### src/rtl/cpu_defs.sv
// rtl/cpu_defs.sv - shared constants and store-entry field widths for the data-memory path
package cpu_defs;

  localparam logic [3:0] BE_WORD  = 4'hF;
  localparam int         SB_DEPTH = 4;
  localparam int         SB_AW    = 32;
  localparam int         SB_DW    = 32;
  localparam int         SB_BEW   = 4;
  localparam int         SB_PCW   = 32;

  typedef struct packed {
    logic [SB_AW-3:0]  waddr;
    logic [SB_DW-1:0]  data;
    logic [SB_BEW-1:0] be;
    logic [SB_PCW-1:0] pc;
  } sb_entry_t;

endpackage

### src/rtl/dm_sb_match.sv
// rtl/dm_sb_match.sv - parallel word-address compare with youngest-match priority over the store buffer
module dm_sb_match
  import cpu_defs::*;
#(
  parameter int DEPTH = SB_DEPTH,
  parameter int AW    = SB_AW,
  parameter int PW    = $clog2(DEPTH)
) (
  input  logic [AW-3:0] entry_waddr [DEPTH],
  input  logic [3:0]    entry_be    [DEPTH],
  input  logic [AW-3:0] ld_waddr,
  input  logic [PW-1:0] head,
  input  logic [PW:0]   count,
  output logic          hit,
  output logic [PW-1:0] idx,
  output logic          full
);

  localparam int CW = PW + 1;

  // Walk from oldest to youngest so the last match seen wins.
  always_comb begin
    logic [PW-1:0] pos;
    hit = 1'b0;
    idx = '0;
    pos = '0;
    for (int k = 0; k < DEPTH; k++) begin
      pos = head + PW'(k);
      if ((CW'(k) < count) && (entry_waddr[pos] == ld_waddr)) begin
        hit = 1'b1;
        idx = pos;
      end
    end
    full = hit && (entry_be[idx] == BE_WORD);
  end

endmodule

### src/rtl/dm_store_buffer.sv
// rtl/dm_store_buffer.sv - in-order posted-write buffer in front of the data memory with load forwarding
module dm_store_buffer
  import cpu_defs::*;
#(
  parameter int DEPTH = SB_DEPTH,
  parameter int AW    = SB_AW,
  parameter int DW    = SB_DW
) (
  input  logic          clk,
  input  logic          reset,
  input  logic          st_valid,
  input  logic [AW-1:0] st_addr,
  input  logic [DW-1:0] st_data,
  input  logic [3:0]    st_be,
  input  logic [31:0]   st_pc,
  output logic          st_ready,
  input  logic          ld_valid,
  input  logic [AW-1:0] ld_addr,
  output logic          ld_fwd_valid,
  output logic [DW-1:0] ld_fwd_data,
  output logic          ld_conflict,
  output logic          dm_we,
  output logic [AW-1:0] dm_addr,
  output logic [DW-1:0] dm_wdata,
  output logic [3:0]    dm_be,
  output logic [31:0]   dm_pc,
  input  logic          dm_ready,
  output logic          empty
);

  localparam int PW = $clog2(DEPTH);
  localparam int CW = PW + 1;

  logic [AW-3:0] q_waddr [DEPTH];
  logic [DW-1:0] q_data  [DEPTH];
  logic [3:0]    q_be    [DEPTH];
  logic [31:0]   q_pc    [DEPTH];

  logic [PW-1:0] head;
  logic [PW-1:0] tail;
  logic [CW-1:0] count;
  logic          push;
  logic          pop;
  logic          hit;
  logic          hit_full;
  logic [PW-1:0] hit_idx;
  logic          addr_lsb_unused;

  assign addr_lsb_unused = ^{ld_addr[1:0], st_addr[1:0]};

  assign st_ready = (count != CW'(DEPTH));
  assign empty    = (count == '0);
  assign dm_we    = !empty;
  assign push     = st_valid && st_ready;
  assign pop      = dm_we && dm_ready;

  always_ff @(posedge clk or negedge reset) begin
    if (!reset) begin
      head  <= '0;
      tail  <= '0;
      count <= '0;
    end else begin
      if (push) tail <= tail + 1'b1;
      if (pop)  head <= head + 1'b1;
      case ({push, pop})
        2'b10:   count <= count + 1'b1;
        2'b01:   count <= count - 1'b1;
        default: count <= count;
      endcase
    end
  end

  // Entry validity is tracked by head/count, so the payload array needs no reset.
  always_ff @(posedge clk) begin
    if (push) begin
      q_waddr[tail] <= st_addr[AW-1:2];
      q_data[tail]  <= st_data;
      q_be[tail]    <= st_be;
      q_pc[tail]    <= st_pc;
    end
  end

  // Head fields are gated so the DM never sees stale payload when idle.
  always_comb begin
    dm_addr  = '0;
    dm_wdata = '0;
    dm_be    = '0;
    dm_pc    = '0;
    if (dm_we) begin
      dm_addr  = {q_waddr[head], 2'b00};
      dm_wdata = q_data[head];
      dm_be    = q_be[head];
      dm_pc    = q_pc[head];
    end
  end

  dm_sb_match #(
    .DEPTH (DEPTH),
    .AW    (AW),
    .PW    (PW)
  ) u_match (
    .entry_waddr (q_waddr),
    .entry_be    (q_be),
    .ld_waddr    (ld_addr[AW-1:2]),
    .head        (head),
    .count       (count),
    .hit         (hit),
    .idx         (hit_idx),
    .full        (hit_full)
  );

  always_comb begin
    ld_fwd_valid = ld_valid && hit && hit_full;
    ld_conflict  = ld_valid && hit && !hit_full;
    ld_fwd_data  = ld_fwd_valid ? q_data[hit_idx] : '0;
  end

endmodule

### config.mk
export PLATFORM = sky130hd
export DESIGN_NAME = dm_store_buffer
export DESIGN_NICKNAME = d
export VERILOG_FILES = /design/src/rtl/cpu_defs.sv /design/src/rtl/dm_sb_match.sv /design/src/rtl/dm_store_buffer.sv
export SDC_FILE = /design/constraint.sdc
export NUM_CORES = 1
export LEC_CHECK = 0
export CORE_ASPECT_RATIO = 0.6
export CORE_MARGIN = 1.5
export CORE_UTILIZATION = 25
export CTS_CLUSTER_DIAMETER = 80
export CTS_CLUSTER_SIZE = 10
export DETAILED_ROUTE_END_ITERATION = 10
export SLEW_MARGIN = 20
export SYNTH_ARGS = -nofsm -noshare
export SYNTH_HDL_FRONTEND = slang
export SYNTH_SLANG_ARGS = --single-unit
export TNS_END_PERCENT = 10
### constraint.sdc
create_clock -name clk -period 5 [get_ports clk]
set_input_delay 0.75 -clock clk [delete_from_list [all_inputs] [get_ports clk]]
set_output_delay 0.75 -clock clk [all_outputs]
set_load 0.01 [all_outputs]
## Yosys cells after proc, flatten, opt, wreduce, memory -nomap -nowiden

Memory sizes are Yosys's and may differ from the RTL's.
Index checks and enable logic that the tools add are counted.

- Add/subtract/negate cells: 6
- Magnitude comparators: 11
- Equal/unequal tests: 8
- Muxes and demuxes: 40
- Bitwise gates (word level): 6
- Reduce and logical (&&, ||, !) cells: 15

Operators by type and width:

| operator | count |
|---|---|
| two-way mux 30 bit | 9 |
| binary-select mux 30 bit (select 2 bit) | 4 |
| two-way mux 32 bit | 4 |
| bitwise mux 120 bit | 1 |
| == test 30 bit | 4 |
| demux 30 bit (select 2 bit) | 1 |
| two-way mux 4 bit | 6 |
| >= comparator 3 bit, second input constant | 6 |
| inverter 2 -> 3 bit | 6 |
| binary-select mux 4 bit (select 2 bit) | 2 |
| bitwise mux 16 bit | 1 |
| logical AND 1 bit | 11 |
| demux 4 bit (select 2 bit) | 1 |
| two-way mux 2 bit | 4 |
| less-than comparator 1 x 3 -> 1 bit, first input constant | 2 |
| less-than comparator 2 x 3 -> 1 bit, first input constant | 2 |
| two-way mux 1 bit | 6 |
| case mux 3 bit (2 select lines) | 1 |
| adder 2 x 1 -> 2 bit, second input constant | 2 |
| adder 2 bit, second input constant | 2 |
| == test 4 bit, second input constant | 1 |
| adder 3 x 1 -> 3 bit, second input constant | 1 |
| zero test 3 bit | 1 |
| less-than comparator 3 x 1 -> 1 bit, second input constant | 1 |
| other kinds (6) | 7 |

- Register bits: 143
- RAM bits: 256
- Output and inout bits: 137
- Memories kept: 2

Memories:

| memory | depth | bits a word | read ports | clocked after Yosys merged registers in | wr ports | RTL line | RTL |
|---|---|---|---|---|---|---|---|
| q_data | 4 | 32 | 2 | 0 | 1 | dm_store_buffer.sv:35 | `logic [DW-1:0] q_data [DEPTH];` |
| q_pc | 4 | 32 | 1 | 0 | 1 | dm_store_buffer.sv:37 | `logic [31:0] q_pc [DEPTH];` |

## Depth between registers and ports, before layout

Gate-level depths: netlist of the first run.

- Word-level depth: 18
- Gate-level depth with buffers: 19

## Cells and area by module

Synthesis of the first run repeated with hierarchy kept, for this count alone.

- Cell total of the unflattened synthesis: 1273
- Area total of the unflattened synthesis: 21144.0 um^2

By module, submodules not included:

| module | times used | cells each | area an instance (um^2) |
|---|---|---|---|
| dm_store_buffer | 1 | 741 | 16349.4 |
| dm_sb_match | 1 | 532 | 4794.6 |

## Least setup slack after synthesis of the first run

No wires, ideal clock.

- Path type: input-to-output
- Start point: in ld_addr[11]
- End point: out ld_fwd_data[22]
- Data arrival time: 4.039 ns
- Slack: 0.211 ns
- Stages on the path: 12
- Cell sequence: buf_1 > xnor2_1 > or3_1 > a221o_1 > or4_1 > buf_2 > nor4_2 > a221oi_4 > o221ai_4 > mux4_2 > buf_6 > a211oi_2

- Word-level cells in the longest chain between the ends: 14

Ends and longest elaborated chain:

| item | RTL line | RTL |
|---|---|---|
| from (decl) | dm_store_buffer.sv:18 | `input logic [AW-1:0] ld_addr,` |
| == test 30 bit | dm_sb_match.sv:29 | `if ((CW'(k) < count) && (entry_waddr[pos] == ld_waddr)) begin` |
| logical AND 1 bit | dm_sb_match.sv:29 |  |
| two-way mux 2 bit (4 in series) | dm_sb_match.sv:29 |  |
| inverter 2 -> 3 bit (implied by the code) | dm_sb_match.sv:34 | `full = hit && (entry_be[idx] == BE_WORD);` |
| binary-select mux 4 bit (select 2 bit) | dm_sb_match.sv:34 |  |
| two-way mux 4 bit (implied by the code) (2 in series) | dm_sb_match.sv:34 |  |
| == test 4 bit | dm_sb_match.sv:34 |  |
| logical AND 1 bit | dm_sb_match.sv:34 |  |
| logical AND 1 bit | dm_store_buffer.sv:113 | `ld_fwd_valid = ld_valid && hit && hit_full;` |
| two-way mux 32 bit (*) | dm_store_buffer.sv:115 | `ld_fwd_data = ld_fwd_valid ? q_data[hit_idx] : '0;` |
| to (decl) | dm_store_buffer.sv:20 | `output logic [DW-1:0] ld_fwd_data,` |

Mark *: on every way between the ends. The rest lies on a longest branch, timed or not. The select of a mux whose other input is x is not followed.

## Worst setup path in the final report of the first run

- Start point: reg head[0]
- End point: out ld_conflict

- Word-level cells in the longest chain between the ends: 18

Ends and longest elaborated chain:

| item | RTL line | RTL |
|---|---|---|
| from (decl) | dm_store_buffer.sv:39 | `logic [PW-1:0] head;` |
| from (signal assigned) | dm_store_buffer.sv:64 | `if (pop) head <= head + 1'b1;` |
| adder 2 x 1 -> 2 bit or inverter 2 -> 3 bit (tied branches) | dm_sb_match.sv:28, dm_sb_match.sv:29 |  |
| inverter 2 -> 3 bit (implied by the code) or binary-select mux 30 bit (select 2 bit) (tied branches) | dm_sb_match.sv:29 |  |
| binary-select mux 30 bit (select 2 bit) or two-way mux 30 bit (tied branches) | dm_sb_match.sv:29 |  |
| two-way mux 30 bit (implied by the code) | dm_sb_match.sv:29 |  |
| two-way mux 30 bit (implied by the code) or == test 30 bit (tied branches) | dm_sb_match.sv:29 |  |
| == test 30 bit or logical AND 1 bit (tied branches) | dm_sb_match.sv:29 |  |
| logical AND 1 bit or two-way mux 2 bit (tied branches) | dm_sb_match.sv:29 |  |
| two-way mux 2 bit (3 in series) | dm_sb_match.sv:29 |  |
| inverter 2 -> 3 bit (implied by the code) | dm_sb_match.sv:34 |  |
| binary-select mux 4 bit (select 2 bit) | dm_sb_match.sv:34 |  |
| two-way mux 4 bit (implied by the code) (2 in series) | dm_sb_match.sv:34 |  |
| == test 4 bit | dm_sb_match.sv:34 |  |
| logical AND 1 bit | dm_sb_match.sv:34 |  |
| zero test 1 bit | dm_store_buffer.sv:114 | `ld_conflict = ld_valid && hit && !hit_full;` |
| logical AND 1 bit (*) | dm_store_buffer.sv:114 |  |
| to (decl) | dm_store_buffer.sv:21 | `output logic ld_conflict,` |

Marked as above.

==> results.ini, run 1 <==
[outcome]
outcome=complete, but fails checks
violations=negative setup slack

[global_routing]
met1_usage_pct=27.9
use_met2_pct=27.1
grt_max_degree=130
gr-usage-met3_pct=3.98
grt_use_total_pct=18.5
grt_busiest_layer=met1
grt_overflow_total=0
grt_pass1_wl_microns=134000
antenna_found_initial=19
grt_pass1_vias=19300

[yosys]
synth_edf_count=392
async_flop_share_pct=1.75
synthCells=1861
synthAdderAreaFrac_pct=0.474
muxShareOfSynthArea_pct=17.2
yosysTopAreaCellShare_pct=49.6
synth_compound_area_share_pct=13.0
synth-simple-area-share_pct=11.0
syn_area_per_cell_sq_um=12.8
yosys.area.top_type=edfxtp_1
ys.flop_type=edfxtp_1
synth_warnings=0
ys_types=76
synthesis.area_sq_um=23800
synth_seq_area_share_pct=50.3
ys_ff_latch=399
synth.area.top_cells=edfxtp_1 (50%), mux4_2 (11%), mux2i_1 (5.8%)
synth_top_family_by_area=multiplexers
synth-xor-area-share_pct=3.95

[floorplanning]
core_sq_um=94100
die_area_sq_um=96900
die_h_microns=242
core.rowCount=87
io_pins=274
start_util_pct=25.3
die_x_microns=401

[power]
p_seq_share_pct=26.2
power_frac_comb_pct=55.7
p_leak_nw=11.0
p_int_mw=11.2
power.share.switching_pct=38.7
power_mw=18.2
p_clk_share_pct=18.1
pwr_density_cell_nw_per_um2=569
ir_worst_vdd_mv=0.412
p_switching_mw=7.06

[routing]
remaining_drc_errors=0
viasPerCell=5.33
postRouteAntennaNets=0
dr.pass1.iters=6
wire_per_inst_microns=25.2
routed_wl_microns=91800
vias=19400
dr.first_iter.drc_count=2219

[worst_setup_path]
slowest_delay_ps=560
crit_family=simple AND/OR/NAND/NOR gates
worstPathCellList=buf_12, buf_4, mux2i_1, buf_4, xnor2_1, or3_1, a221o_1, or4_4, nor4_4, a221oi_4, o221ai_4, mux4_2, buf_12, buf_4, nor2b_1, clkdlybuf4s15_1
startpoint_type=register
cp_slowest_cell=mux4_2
worstSetupPathType=register to output pin
critPathRequiredTime_ps=4250
startpoint=head[0]
path_buf_inv=6
r2r_start=count[1]
cp_max_fo=12
crit_path_end_kind=output pin
arrival_ps=5000
cp_common_cell=buf_4

[clock_network]
htreeDepth=2
clk_pin_slew_ps=60
cts_sinks=399
cts_made_buffers=48
clk_latency_ps=610
clock_path_buffers=3
cts.root.buffer_cell=clkbuf_16
cts_tree=built
hold_buffers=0

[placed_design]
dp_cells=3568
gp_congestion=0.960
place_area_sq_um=30400
io_buffer_count=267
dpl.hpwl_microns=66400

[sta]
setup_slack_ps=-749
fin_tns_setup_ps=-23230
worst_hold_slack_ps=462
tightest_slew_ps=1090
fmax_mhz=174
timing.slew.headroom_pct=27.2
min_period_ps=5750
setup_violations=34
min_period_over_period_pct=115
fin_skew_ps=32.3
timing.final.max_slew_violations=0
hold_viol=0
rsz0062_at_grt=yes

[cells_and_area]
area_delta_synth_final_pct=34.9
mostFrequentLayoutCells=edfxtp_1 (392), buf_4 (352), clkdlybuf4s50_1 (233)
final_common_cell=edfxtp_1
drive_gt1_share_pct=29.5
instances_no_fill=3644
finalNetCount=2528
final_area_sq_um=32000

[worst_hold_path]
hp-class=input pin to async pin

[flow_run]
maxCapViolCount=0

## power by group through the flow
stage	Clock, mW	Sequential, mW	Combinational [mW]
final	3.30	4.78	10.2
after global routing	3.51	4.84	10.8
after CTS	3.39	4.77	10.1
after detailed placement	0	4.86	9.83
after global placement	0	4.82	9.79
after floorplan	0	4.76	5.31
## cell families after synthesis
logic type / after synthesis
other: 1
AOI/OAI and AO/OA: 383
muxes: 265
xor gates and xnor gates: 107
adders and majority gates: 9
DFF: 399
and+or+nand+nor: 496
buffers and inverters: 201
## Yosys cell counts (25+ instances only)
| master | instances |
|---|---|
| nand2_1 | 199 |
| a211oi_2 | 31 |
| a211oi_1 | 47 |
| a311o_1 | 32 |
| xnor2_1 | 75 |
| and4_1 | 37 |
| mux2i_1 | 137 |
| xor2_1 | 32 |
| and2_1 | 86 |
| a21oi_1 | 42 |
| o211ai_1 | 29 |
| edfxtp_1 | 392 |
| nor2b_1 | 35 |
| nor2_1 | 25 |
| nand3_1 | 38 |
| mux4_2 | 113 |
| o21ai_0 | 46 |
| clkbuf_1 | 121 |
| a311oi_1 | 33 |
| o2111ai_1 | 26 |
| a2111oi_0 | 38 |
## path summary, 6_finish.rpt
kind                                      end  slack [ps]  cells after the start
max in group asynchronous             head[1]        4220                      1
worst max register to register  q_data[1][19]        2290                      7
worst min-delay path                  tail[1]         460                      1
min in group clk                     count[1]         640                      3
worst min register to register       count[1]         640                      3
worst max-delay path              ld_conflict        -750                     16
## routing by layer
layer  vias up  routed length (microns)
met5         -                      115
met4        16                     1440
met3       142                     8160
met2       965                    39000
met1      9824                    43100
li1       8466                        -
## sequential cells by signal (all words and copies together), names as in the netlist
register,cells
head,2
count,3
q_waddr,120
q_pc,128
q_data,128
tail,2
q_be,16
## stage by stage
step / util [%] / worst slack, ps
after floorplan: - / 211
after global placement: 32.3 / -1150
after detailed placement: 32.3 / -1180
after CTS: 33.9 / -858
after global routing: 34.1 / -941
final: 34.1 / -749
## layout make-up
type                       instances  area, sq um
clock buffer                      53         1230
sequential                       399        12000
timing repair buffer             657         5880
clock inverter                    10          185
antenna                            3         7.51
multi-input combinational       1262        11200
inverter                          14         55.1
tap                             1246         1560
fill                            9246        62000
## timing repair
item | CTS | global route
endpoints found under the setup margin | 67 | 74
buffers inserted | 9 | 2
resized for setup | 173 | 25
pin swaps | 8 | 7
Power figures use the tool's default switching activity.
==> run 2, diff against run 1 <==
- CELL_PAD_IN_SITES_DETAIL_PLACEMENT: default -> 1
- CELL_PAD_IN_SITES_GLOBAL_PLACEMENT: default -> 1
- GPL_ROUTABILITY_DRIVEN: default -> 0
- PLACE_DENSITY_LB_ADDON: default -> 0.1
==> results.ini, run 2 (synthesized netlist as in run 1, its figures left out) <==
[outcome]
outcome=complete, but fails checks
violations=negative setup slack

[sta]
min_period_over_period_pct=117
rsz0062_at_grt=yes
fmax_mhz=171
hold_viol=0
fin_skew_ps=56.9
timing.slew.headroom_pct=27.4
tightest_slew_ps=1090
worst_hold_slack_ps=409
setup_slack_ps=-855
setup_violations=57
timing.final.max_slew_violations=0
min_period_ps=5860

[placed_design]
place_area_sq_um=30200
io_buffer_count=267
dpl.hpwl_microns=69800

[routing]
viasPerCell=5.24
routed_wl_microns=100000
dr.first_iter.drc_count=1387
wire_per_inst_microns=27.5
vias=19000
dr.pass1.iters=5
postRouteAntennaNets=0
remaining_drc_errors=0

[power]
p_clk_share_pct=17.7
power_mw=18.3
power_frac_comb_pct=56.1
ir_worst_vdd_mv=0.288
power.share.switching_pct=39.5
pwr_density_cell_nw_per_um2=570
p_switching_mw=7.23
p_seq_share_pct=26.2
p_leak_nw=11.0
p_int_mw=11.1

[worst_setup_path]
r2r_slack_ps=2110
startpoint_type=register
cp_slowest_cell=mux4_2
crit_path_end_kind=output pin
r2r_cells=5
arrival_ps=5110
worstPathCellList=buf_12, buf_12, mux4_2, xnor2_1, nand4_1, nor3_4, and3_4, a211oi_4, a221oi_4, o221ai_4, mux4_2, buf_12, buf_12, buf_12, a211oi_2, buf_2
critPathRequiredTime_ps=4250
cp_common_cell=buf_12
slowest_delay_ps=530
worstSetupPathType=register to output pin
cp_max_fo=18

[global_routing]
antenna_found_initial=9
grt_pass1_vias=20300
grt_max_degree=130
grt_pass1_wl_microns=145000
grt_overflow_total=0
grt_use_total_pct=20.3

[clock_network]
cts.root.buffer_cell=clkbuf_16
clk_latency_ps=640
cts_sinks=399
htreeDepth=2
clk_pin_slew_ps=60
cts_made_buffers=47
clock_path_buffers=3
cts_tree=built

[cells_and_area]
final_common_cell=edfxtp_1
utilization_pct=34.2
drive_gt1_share_pct=29.4
area_delta_synth_final_pct=35.4
finalNetCount=2520
mostFrequentLayoutCells=edfxtp_1 (392), buf_4 (329), clkdlybuf4s50_1 (233)
final_area_sq_um=32200
reg_top3=q_data (128), q_pc (128), q_waddr (120)

[floorplanning]
start_util_pct=25.3
die_area_sq_um=96900
io_pins=274
die_x_microns=401
core.rowCount=87
core_sq_um=94100
die_h_microns=242

[worst_hold_path]
hp-class=input pin to async pin

[flow_run]
maxCapViolCount=0

## run 2: changes by cell type in the layout (fill, tap and decap cells not counted), moves of 4 or more
cell and delta:
clkbuf_1 +5, a211oi_4 +4, a211oi_2 -5, buf_6 +4
buf_2 +5, buf_12 +6, buf_4 -23
## run 2: repair_timing
item / CTS / global route
pin swaps: 11 / 13
gates cloned: 4 / 0
resized for setup: 195 / 39
setup endpoints to repair: 57 / 57
hold buffers: 0 / 0
buffers inserted: 21 / 4
## run 2: per-stage QoR
stage	setup slack, ps	TNS [ps]	cells
after floorplan	211	0	1862
after global placement	-1050	-33210	3546
after detailed placement	-1030	-33280	3546
after CTS	-904	-37280	3631
after global routing	-995	-43450	3634
final	-855	-34100	3634
## run 2: cell type report
type | instances | area (sq um)
tap | 1246 | 1560
sequential | 399 | 12000
antenna | 1 | 2.50
timing repair buffer | 650 | 5970
fill | 10100 | 61900
inverter | 14 | 55.1
clock inverter | 6 | 138
clock buffer | 56 | 1210
multi-input combinational | 1262 | 11300
## run 2: worst max-delay path: cells and delay by family (launching register included)
family                    cells  cell delay, ps
muxes                         2            1030
DFF                           1             450
AOI/OAI and AO/OA             4             690
and+or+nand+nor               3            1000
xor gates and xnor gates      1             340
buffers and inverters         6             930
## run 2: per-layer routing
metal	routed length, microns	global-route usage, %	share of wire, %	up-vias
met5	79	0	0.079	-
met4	1870	4.07	1.9	12
met3	5050	3.45	5.0	127
met2	42900	30.3	43	493
met1	50200	30.7	50	9990
li1	-	-	-	8408
## run 2: worst paths after layout
kind                               start              end
worst min register to register  count[0]         count[0]
worst max-delay path             head[0]  ld_fwd_data[10]
worst min-delay path               reset          tail[0]
max in group asynchronous          reset          head[0]
worst max register to register  count[0]     q_data[0][7]
min in group clk                count[0]         count[0]
## run 2: power by group through the flow
| stage | Clock [mW] | Combinational [mW] | Sequential, mW |
|---|---|---|---|
| after global placement | 0 | 9.91 | 4.84 |
| after detailed placement | 0 | 9.94 | 4.88 |
| after floorplan | 0 | 5.31 | 4.76 |
| final | 3.24 | 10.3 | 4.80 |
| after global routing | 3.44 | 11.0 | 4.86 |
| after CTS | 3.37 | 10.3 | 4.79 |
